[config.mk]
export PLATFORM = sky130hd
export DESIGN_NAME = pipe_push
export DESIGN_NICKNAME = d
export VERILOG_FILES = /design/src/rtl/pipe_push.sv
export SDC_FILE = /design/constraint.sdc
export NUM_CORES = 1
export LEC_CHECK = 0
export ABC_AREA = 1
export CAP_MARGIN = 30
export CELL_PAD_IN_SITES_DETAIL_PLACEMENT = 0
export CELL_PAD_IN_SITES_GLOBAL_PLACEMENT = 1
export CORE_MARGIN = 5
export CORE_UTILIZATION = 35
export CTS_CLUSTER_SIZE = 10
export DETAILED_ROUTE_END_ITERATION = 8
export GPL_TIMING_DRIVEN = 0
export PLACE_DENSITY = 0.81
export SLEW_MARGIN = 20
export SYNTH_ARGS = -nofsm -noshare
export SYNTH_HDL_FRONTEND = slang
export SYNTH_SLANG_ARGS = --single-unit
[constraint.sdc]
create_clock -name clk -period 2.2 [get_ports clk]
set_clock_uncertainty 0.15 [all_clocks]
set_input_delay 0.66 -clock clk [delete_from_list [all_inputs] [get_ports clk]]
set_output_delay 0.66 -clock clk [all_outputs]
set_load 0.05 [all_outputs]
[src/rtl/pipe_push.sv]
// rtl/pipe_push.sv - producer-side push adapter with 2-entry elastic buffer
//
// Converts an upstream valid/ready stream into a pipe push interface
// (data_i / valid_i / full). A main register feeds the pipe and a skid
// register absorbs one extra word so that in_ready is a pure decode of
// state and flush, never combinationally dependent on push_full.
//
// Ports:
//   clk, rst_n      clock, asynchronous active-low reset
//   flush           synchronous discard of all buffered entries
//   in_valid/in_data/in_ready     upstream stream
//   push_valid/push_data          to pipe valid_i / data_i
//   push_full       from pipe full; blocks a push while high
//   occupancy       buffered entries 0..2 (equals state encoding)
//   stall_cycles    cycles with a blocked push (PIPE_PUSH_STATS_EN)
//   push_count      completed pushes (PIPE_PUSH_STATS_EN)
//
// Optional feature macro: PIPE_PUSH_STATS_EN. When undefined the two
// statistics ports are tied to 0 and no counter flops exist.

module pipe_push #(
    parameter int DATA_SIZE = 32,
    parameter int STAT_W    = 16
) (
    input  logic                 clk,
    input  logic                 rst_n,
    input  logic                 flush,
    input  logic                 in_valid,
    input  logic [DATA_SIZE-1:0] in_data,
    output logic                 in_ready,
    output logic                 push_valid,
    output logic [DATA_SIZE-1:0] push_data,
    input  logic                 push_full,
    output logic [1:0]           occupancy,
    output logic [STAT_W-1:0]    stall_cycles,
    output logic [STAT_W-1:0]    push_count
);

    typedef enum logic [1:0] {
        EMPTY = 2'd0,
        HALF  = 2'd1,
        FULL  = 2'd2
    } state_t;

    state_t               state;
    state_t               state_nxt;
    logic [DATA_SIZE-1:0] main_q;
    logic [DATA_SIZE-1:0] skid_q;

    logic accept;
    logic drain;
    logic load_main;
    logic main_from_skid;
    logic load_skid;

    assign accept = in_valid & in_ready;
    assign drain  = push_valid & ~push_full;

    // State register
    always_ff @(posedge clk or negedge rst_n) begin
        if (!rst_n) begin
            state <= EMPTY;
        end else begin
            state <= state_nxt;
        end
    end

    // Next-state logic; flush wins over every other transition
    always_comb begin
        state_nxt = state;
        if (flush) begin
            state_nxt = EMPTY;
        end else begin
            case (state)
                EMPTY: if (accept) state_nxt = HALF;
                HALF: begin
                    if (accept && !drain)      state_nxt = FULL;
                    else if (!accept && drain) state_nxt = EMPTY;
                end
                FULL:  if (drain) state_nxt = HALF;
                default: state_nxt = EMPTY;
            endcase
        end
    end

    // Output / datapath-control decode
    always_comb begin
        in_ready       = (state != FULL) & ~flush;
        push_valid     = (state != EMPTY);
        load_main      = 1'b0;
        main_from_skid = 1'b0;
        load_skid      = 1'b0;
        case (state)
            EMPTY: load_main = accept;
            HALF: begin
                // Accept while draining replaces main directly; accept while
                // blocked parks the new word behind main in the skid slot.
                load_main = accept & drain;
                load_skid = accept & ~drain;
            end
            FULL: begin
                load_main      = drain & ~flush;
                main_from_skid = drain & ~flush;
            end
            default: ;
        endcase
    end

    // Main and skid data registers
    always_ff @(posedge clk or negedge rst_n) begin
        if (!rst_n) begin
            main_q <= '0;
            skid_q <= '0;
        end else begin
            if (load_main) begin
                main_q <= main_from_skid ? skid_q : in_data;
            end
            if (load_skid) begin
                skid_q <= in_data;
            end
        end
    end

    assign push_data = main_q;
    assign occupancy = state;

`ifdef PIPE_PUSH_STATS_EN
    logic [STAT_W-1:0] stall_q;
    logic [STAT_W-1:0] count_q;

    // Saturating counters, deliberately not cleared by flush
    always_ff @(posedge clk or negedge rst_n) begin
        if (!rst_n) begin
            stall_q <= '0;
            count_q <= '0;
        end else begin
            if (push_valid && push_full && !flush && (stall_q != '1)) begin
                stall_q <= stall_q + 1'b1;
            end
            if (drain && (count_q != '1)) begin
                count_q <= count_q + 1'b1;
            end
        end
    end

    assign stall_cycles = stall_q;
    assign push_count   = count_q;
`else
    assign stall_cycles = '0;
    assign push_count   = '0;
`endif

endmodule

==> out/qor.yml, run 1 <==
fin_nets: 559
fin_crit_sh_pct: 95.54
ctsHoldBuffers: 0
synth_seq_cells: 66
min_period_ps: 2102
swShare_pct: 44.06
path_cells: "clkdlybuf4s15_2"
p_comb_share_pct: 44.0
cts_root_buf: "clkbuf_8"
crit_family: "flip-flops"
pre_cts_ws_ps: -646.3
internal_power_uw: 3087
multiInputGateArea_sq_um: 1374
clockPowerShare_pct: 20.5
wl_per_cell_microns: 12.72
synth_most_common_cell: "nand2_1"
clk_path_buf_depth: 2
area_growth_pct: 36.26
grt_pass1_vias: 2845
ys.flop_type: "dfrtp_1"
port_buffers: 72
vias: 2892
cp.required_ps: 1390
place_hpwl_mm: 6.085
peakVddDrop_mv: 0.6500
grt_start_max_net_pins: 37
drc: 0
coreArea_sq_um: 9639
fp.dieW_microns: 108.6
postSynthAreaPerCell_sq_um: 8.359
path_clk_slew_ps: 80
tightest_slew_ps: 510.9
clk_latency_ps: 330
start_util_pct: 35.29
yosysSeqAreaShare_pct: 48.55
status: "finished clean"
yosys-top-cells-count: "nand2_1 (103), dfrtp_1 (66), inv_1 (37)"
p_per_area_nw_per_um2: 1190
synth_top_area_share_pct: 48.55
cts_tree: "yes"
drtPass1Iterations: 4
synth_edf_count: 0
slew_headroom_pct: 66.07
fill_cells: 983
die_h_microns: 108.6
gp_congestion: 0.7202
yosysTopAreaCell: "dfrtp_1"
pwr-share-seq_pct: 35.5
viasPerCell: 4.382
criticalPathCategory: "register to output pin"
antenna_found_initial: 0
yosys_warnings: 0
crit_buf_inv: 1
critPathSlowestCell: "dfrtp_1"
min_path_type: "primary input to async pin"
synthArstFlopShare_pct: 100.0
maxCapViolations: 0
syn_inst: 407
num_rows: 36
drt-initial-drc-count: 114
cp.arrival_ps: 1290
hold_viol: 0
report.final.setup_viol: 0
p_switching_uw: 2432
leakagePower_uw: 0.002505
die_area_sq_um: 11790
fmax_ghz: 0.4758
grt_first_pass_wirelength_mm: 13.64
final_layout_size_suffix_gt1_share_pct: 23.91
hold_ws_ps: 91.11
drtAntennaViolNets: 0
grt.total_usage_pct: 14.92
cts-htree-levels: 3
boundaryPins: 105
cts_buffers: 9
diodes: 0
maxSlewViolCount: 0
start_kind: "register"
rsz0062_at_grt: "yes"
cts.sinks: 66
grt_overflow: 0
end_kind: "output pin"
register_area_sq_um: 1653
synth_cell_type_count: 20
cp_max_fo: 5
wirelength_mm: 8.397
synth_area_sq_um: 3402
synthTopCellsByArea: "dfrtp_1 (49%), nand2_1 (11%), a21oi_2 (7.2%)"
fin_ws_ps: 98.08
max_stage_delay_ps: 530
power groups by stage:
stage / Sequential [uW] / Combinational, uW / Clock [uW]
detailed placement: 1980 / 2590 / 0
floorplan: 2740 / 1010 / 0
finish: 1960 / 2430 / 1130
CTS: 1960 / 2450 / 1160
global route: 2020 / 2630 / 1220
global placement: 1970 / 2540 / 0
timing repair:
item	CTS	global route
resized for setup	54	23
setup buffers	0	0
gates cloned	0	0
setup endpoints to repair	56	33
path summary, 6_finish.rpt:
kind                                   start            end  slack, ps  depth (start not counted)
worst max register to register  occupancy[0]  push_data[31]        380                          7
worst max-delay path            occupancy[1]   occupancy[1]        100                          1
worst min-delay path                   rst_n  push_data[14]         90                          1
min in group clk                  skid_q[31]     skid_q[31]        350                          2
max in group asynchronous              rst_n   occupancy[0]       1240                          2
worst min register to register    skid_q[31]     skid_q[31]        350                          2
routing by layer:
layer  up-vias  track usage [%]  wire [microns]
met1      1340            19.60            3797
met3        12            3.821             485
met5         -                0               0
met2        92            23.74            3975
met4         0            5.500             138
li1       1448                -               -
sequential cells by signal (all words and copies together) (netlist names):
| signal | cells |
|---|---|
| push_data | 32 |
| skid_q | 32 |
| occupancy | 2 |
kinds of logic (layout without fill, tap and decap cells):
logic type,Yosys count,count (layout),synth area share [%]
other cells,1,32,0.1102
simple gates,179,179,22.55
buf+inv,93,182,15.34
compound gates,68,68,13.46
flops,66,66,48.55
metrics by stage:
| step | total power, uW | area, sq um | cells | TNS (ps) | utilization [%] |
|---|---|---|---|---|---|
| 2_1_floorplan | 3751 | 3521 | 438 | 0 | - |
| 3_3_place_gp | 4517 | 4408 | 643 | -146300 | 45.73 |
| 3_5_place_dp | 4577 | 4425 | 644 | -17210 | 45.91 |
| 4_1_cts | 5571 | 4618 | 660 | 0 | 47.91 |
| 5_1_grt | 5870 | 4636 | 660 | -51.85 | 48.09 |
| 6_report | 5519 | 4636 | 660 | 0 | 48.09 |
area by class of cell:
type                       count  area share (%)
buffer                        55           8.502
tap                          133           3.590
sequential                    66           35.65
multi-input combinational    279           29.64
clock inverter                 7           1.997
inverter                      38           3.077
clock buffer                   9           2.672
timing repair buffer          73           14.87
placed cells by master (no fill, tap or decap), drive strengths merged:
| master | instances |
|---|---|
| bufinv | 2 |
| clkinv | 4 |
| dfrtp | 66 |
| nor2 | 37 |
| clkdlybuf4s50 | 34 |
| clkbuf | 22 |
| conb | 32 |
| a21oi | 32 |
| clkdlybuf4s15 | 1 |
| nand2 | 104 |
| nand3 | 38 |
| buf | 47 |
| o2111ai | 1 |
| inv | 39 |
| o21ai | 34 |
| o21bai | 1 |
| dlygate4sd2 | 33 |
(Power assumes the default switching activity.)
==> inputs of run 2 (changes only) <==
- CAP_MARGIN: 30 -> 5
- CORE_MARGIN: 5 -> 2
==> run 2 against run 1 <==
Effect of this change:
- sequential cell count unchanged
- register-to-register slack worse by 20 ps
- worst hold slack better by 35 ps
- final cell count down 0.76%
- fmax up 0.50%
- core utilization up 1.2 points
- largest power group unchanged
==> out/qor.yml, run 2 (synthesized netlist as in run 1, its figures left out) <==
grt_start_max_net_pins: 35  # was 37
path_clk_slew_ps: 70  # was 80 ps
viasPerCell: 4.389  # was 4.382
mostFrequentLayoutCells: "nand2_1 (102), dfrtp_1 (65), inv_1 (36)"  # was nand2_1 (102), dfrtp_1 (65), inv_1 (37)
criticalPathCategory: "register to output pin"  # unchanged
cts.sinks: 66  # unchanged
start_kind: "register"  # unchanged
final_layout_size_suffix_gt1_share_pct: 23.00  # was 23.91%
coreArea_sq_um: 9328  # was 9639 sq um
area_growth_pct: 35.01  # was 36.26%
fin_nets: 559  # unchanged
status: "finished clean"  # unchanged
port_buffers: 72  # unchanged
die_h_microns: 102.6  # was 108.6 microns
cp.required_ps: 1390  # about the same
drc: 0  # unchanged
p_per_area_nw_per_um2: 1164  # was 1190 nW/um^2
grt_pass1_vias: 2743  # was 2845
hold_viol: 0  # unchanged
start_util_pct: 36.47  # was 35.29%
gp_congestion: 0.7466  # was 0.7202
peakVddDrop_mv: 0.5472  # was 0.6500 mV
maxSlewViolCount: 0  # unchanged
grt.total_usage_pct: 16.19  # was 14.92%
die_area_sq_um: 10520  # was 11790 sq um
min_path_type: "primary input to async pin"  # unchanged
cts_buffers: 9  # unchanged
drt-initial-drc-count: 109  # was 114
cts_root_buf: "clkbuf_8"  # unchanged
drtPass1Iterations: 4  # unchanged
r2r_setup_slack_ps: 360  # was 380 ps
cts-htree-levels: 3  # unchanged
min_period_ps: 2091  # was 2102 ps
rr_endpoint: "push_data[27]"  # was push_data[31]
fin_cells: 655  # was 660
finalSetupTns_ps: 0  # unchanged
grt_overflow: 0  # unchanged
num_rows: 35  # was 36
cp.arrival_ps: 1280  # was 1290 ps
boundaryPins: 105  # unchanged
clk_path_buf_depth: 2  # unchanged
fin_crit_sh_pct: 95.06  # was 95.54%
report.final.setup_viol: 0  # unchanged
antenna_found_initial: 0  # unchanged
rsz0062_at_grt: "no"  # was yes
fp.dieW_microns: 102.6  # was 108.6 microns
vias: 2875  # was 2892
layout_commonest_cell: "nand2_1"  # unchanged
fill_cells: 942  # was 983
wirelength_mm: 8.085  # was 8.397 mm
ctsHoldBuffers: 0  # unchanged
hold_ws_ps: 126.6  # was 91.11 ps
place_hpwl_mm: 5.792  # was 6.085 mm
grt_first_pass_wirelength_mm: 13.28  # was 13.64 mm
diodes: 0  # unchanged
wl_per_cell_microns: 12.34  # was 12.72 microns
fmax_ghz: 0.4781  # was 0.4758 GHz
end_kind: "output pin"  # unchanged
ff2ff_path_depth: 7  # unchanged
maxCapViolations: 0  # unchanged
leakagePower_uw: 0.002476  # was 0.002505 uW
drtAntennaViolNets: 0  # unchanged
clk_latency_ps: 330  # about the same
cp_max_fo: 5  # unchanged
cts_tree: "yes"  # unchanged
numPlacedInstances: 640  # was 644
regToRegStartpoint: "occupancy[0]"  # unchanged
[run 2: how the worst max path moves through the flow]
| stage | start | end | slack (ps) | cells after the start |
|---|---|---|---|---|
| final | occupancy[1] | push_valid | 110 | 3 |
| after global routing | occupancy[0] | in_ready | 2 | 5 |
| after floorplan | occupancy[0] | in_ready | 20 | 4 |
| after detailed placement | flush | in_ready | -670 | 3 |
| after CTS | push_full | push_data[14] | 10 | 6 |
| after global placement | rst_n | push_data[25] | -1990 | 1 |
[run 2: what timing repair did]
item / CTS / global route
endpoints found under the setup margin: 66 / 31
gates resized for setup: 54 / 17
pin swaps: 1 / 0
setup buffers: 0 / 0
[run 2: metrics by stage]
| step | total power, uW | area [sq um] | setup WS (ps) | util, % |
|---|---|---|---|---|
| floorplan | 3751 | 3521 | 17.34 | - |
| global placement | 4503 | 4403 | -1988 | 47.20 |
| detailed placement | 4555 | 4420 | -669.8 | 47.39 |
| CTS | 5395 | 4578 | 11.94 | 49.08 |
| global route | 5690 | 4593 | 2.369 | 49.24 |
| finish | 5345 | 4593 | 108.6 | 49.24 |
[run 2: critical path: stages (launching register included)]
cell	delay, ps
dfrtp_1	470
nor2_2	220
inv_1	60
buf_2	210
[run 2: area by class of cell]
class	instances	area, sq um	area share, %
clock buffers	12	145.1	3.160
inverters	38	142.6	3.105
multi-input cells	279	1371	29.86
plain buffers	55	390.4	8.499
clock inverters	3	40.04	0.8717
well taps	129	161.4	3.514
repair buffers	73	689.4	15.01
flip-flops and latches	66	1653	35.98
[run 2: routing by layer]
layer / GRT usage, % / share of wire, % / wire (microns) / vias to the layer above
li1: - / - / - / 1440
met1: 22.59 / 46 / 3683 / 1342
met2: 25.64 / 47 / 3789 / 86
met3: 3.254 / 6.7 / 544 / 7
met4: 4.615 / 0.84 / 68 / 0
met5: 0 / 0 / 0 / -
[run 2: power by group]
group / switching, uW / internal [uW]
clock: 437 / 546
combinational: 1690 / 723
sequential: 224 / 1730
==> inputs of run 3 (changes only) <==
- CAP_MARGIN: 5 -> not set
- DONT_BUFFER_PORTS: not set -> 1
- PLACE_DENSITY: 0.81 -> 0.62
==> run 3 against run 2 <==
Effect of this change:
- the run now ends with negative hold slack left
- sequential cell count stayed put
- highest routed layer unchanged
- design area down 15%
- total power shrank 6.8%
- register-to-register slack lost 140 ps
- core utilization shrank 7.3 points
- sequential power grew 43%
- combinational power down 51%
- setup slack worse by 85 ps
- fmax down 3.9%
- clock power about the same
- via count shrank 11%
- sequential share of layout area grew 6.4 points
==> out/qor.yml, run 3 (synthesized netlist as in run 1, its figures left out) <==
status: "finished, violations left"  # was finished clean
violations: "negative hold slack"
gp_congestion: 0.7381  # was 0.7466
boundaryPins: 105  # unchanged
drc: 0  # unchanged
cp.required_ps: 1390  # about the same
die_h_microns: 102.6  # unchanged
grt_start_max_net_pins: 67  # was 35
drtAntennaViolNets: 0  # unchanged
rsz0062_at_grt: "yes"  # was no
cp.arrival_ps: 1370  # was 1280 ps
maxSlewViolCount: 0  # unchanged
swShare_pct: 46.29  # was 43.97%
hold_ws_ps: -141.6  # was 126.6 ps
layout_commonest_cell: "nand2_1"  # unchanged
drt-initial-drc-count: 58  # was 109
wirelength_mm: 8.017  # was 8.085 mm
port_buffers: 0  # was 72
grt.total_usage_pct: 16.47  # was 16.19%
drtPass1Iterations: 4  # unchanged
fill_cells: 979  # was 942
crit_buf_inv: 2  # unchanged
fp.dieW_microns: 102.6  # unchanged
clk_latency_ps: 340  # was 330 ps
p_switching_uw: 2306  # was 2350 uW
cp_max_fo: 7  # was 5
mostFrequentLayoutCells: "nand2_1 (103), dfrtp_1 (64), inv_1 (35), nand3_1 (35), buf_4 (33)"  # was nand2_1 (102), dfrtp_1 (65), inv_1 (36)
cts-htree-levels: 3  # unchanged
viasPerCell: 4.401  # was 4.389
path_cells: "inv_4 -> nand2_4 -> inv_4 -> nor2_4"  # was nor2_2 -> inv_1 -> buf_2
fmax_ghz: 0.4594  # was 0.4781 GHz
critPathSlowestCell: "dfrtp_4"  # was dfrtp_1
fin_nets: 487  # was 559
multiInputGateArea_sq_um: 1360  # was 1371 sq um
coreArea_sq_um: 9328  # unchanged
final_layout_size_suffix_gt1_share_pct: 25.27  # was 23.00%
cts.sinks: 66  # unchanged
clk_path_buf_depth: 2  # unchanged
leakagePower_uw: 0.002088  # was 0.002476 uW
criticalPathCategory: "register to output pin"  # unchanged
grt_overflow: 0  # unchanged
die_area_sq_um: 10520  # unchanged
cpMostUsedCell: "inv_4"
maxCapViolations: 0  # unchanged
end_kind: "output pin"  # unchanged
peakVddDrop_mv: 0.4690  # was 0.5472 mV
hold_viol: 66  # was 0
min_period_ps: 2177  # was 2091 ps
antenna_found_initial: 0  # unchanged
cts_buffers: 9  # unchanged
slew_headroom_pct: 65.26
fin_crit_sh_pct: 98.95  # was 95.06%
placed_cell_area_sq_um: 3682  # was 4420 sq um
finish.instance_area_sq_um: 3909  # was 4593 sq um
start_kind: "register"  # unchanged
wl_per_cell_microns: 13.73  # was 12.34 microns
num_rows: 35  # unchanged
p_comb_share_pct: 23.7  # was 45.1%
grt_first_pass_wirelength_mm: 13.34  # was 13.28 mm
path_clk_slew_ps: 80  # was 70 ps
place_hpwl_mm: 5.637  # was 5.792 mm
finish.utilization_pct: 41.90  # was 49.24%
numPlacedInstances: 567  # was 640
start_util_pct: 36.47  # unchanged
clockPowerShare_pct: 20.3  # was 18.4%
register_area_sq_um: 1657  # was 1653 sq um
vias: 2570  # was 2875
diodes: 0  # unchanged
pwr-share-seq_pct: 56.1  # was 36.5%
min_path_type: "primary input to async pin"  # unchanged
grt_pass1_vias: 2588  # was 2743
pre_cts_ws_ps: -84.40  # was -669.8 ps
fin_cells: 584  # was 655
report.final.setup_viol: 0  # unchanged
crit_family: "flip-flops"  # unchanged
internal_power_uw: 2676  # was 2995 uW
p_per_area_nw_per_um2: 1275  # was 1164 nW/um^2
fin_ws_ps: 23.17  # was 108.6 ps
area_growth_pct: 14.90  # was 35.01%
cts_root_buf: "clkbuf_8"  # unchanged
cts_tree: "yes"  # unchanged
max_stage_delay_ps: 580  # was 470 ps
tightest_slew_ps: 521.1
-- run 3: cell count changes in the layout (fill, tap and decap cells not counted), moves of 2 or more --
cell,before,now
clkdlybuf4s50_1,34,0
clkinvlp_4,0,4
clkbuf_2,7,2
inv_4,0,2
nand2_2,2,0
dlygate4sd2_1,33,0
clkbuf_1,6,9
-- run 3: path summary, 6_finish.rpt --
kind | from | end | slack (ps) | cells after the start
hold reg to reg | skid_q[0] | skid_q[0] | 340 | 2
setup reg to reg | occupancy[0] | push_data[27] | 220 | 7
hold / removal | rst_n | push_data[23] | -140 | 0
max in group asynchronous | rst_n | skid_q[12] | 1930 | 0
setup / recovery | occupancy[0] | in_ready | 20 | 4
min in group clk | in_data[21] | skid_q[21] | 310 | 2
-- run 3: layout make-up --
| cell class | instances | area share, % |
|---|---|---|
| plain buffers | 55 | 9.763 |
| clock buffers | 9 | 3.169 |
| clock inverters | 7 | 1.793 |
| inverters | 38 | 3.777 |
| multi-input cells | 279 | 34.80 |
| flip-flops and latches | 66 | 42.38 |
| well taps | 129 | 4.129 |
| repair buffers | 1 | 0.1921 |
-- run 3: layer usage --
metal  global-route usage, %  vias to the layer above  share of wire, %
met5                       0                        -                 0
li1                        -                     1299                 -
met1                   20.60                     1196                44
met3                   5.966                        8               7.9
met2                   26.75                       67                47
met4                   4.923                        0               1.1
-- run 3: repair_timing --
item                                    4_1_cts  5_1_grt
pin swaps                                     1        1
hold endpoints to repair                     66       66
endpoints found under the setup margin       22       13
gates resized for setup                       7        7
buffers inserted                              1        0
cloned                                        0        0
-- run 3: through the flow --
stage	power, uW	setup TNS (ps)
6_report	4982	0
5_1_grt	5330	-45.64
4_1_cts	5053	-41.44
3_5_place_dp	3997	-563.2
3_3_place_gp	3954	-266.6
2_1_floorplan	3751	0
-- run 3: worst reg2reg max path, cell delays in order, from the launching register on --
cell,delay [ps]
dfrtp_4,600
nor2_1,230
nand3_2,190
buf_2,240
buf_2,210
o21ai_0,160
nand2_1,80
nand2_1,60
-- run 3: power groups by stage --
| stage | registers, uW | clock network (uW) | logic [uW] |
|---|---|---|---|
| 6_report | 2790 | 1010 | 1180 |
| 5_1_grt | 2860 | 1110 | 1350 |
| 4_1_cts | 2810 | 1060 | 1190 |
| 3_5_place_dp | 2820 | 0 | 1170 |
| 3_3_place_gp | 2810 | 0 | 1140 |
| 2_1_floorplan | 2740 | 0 | 1010 |
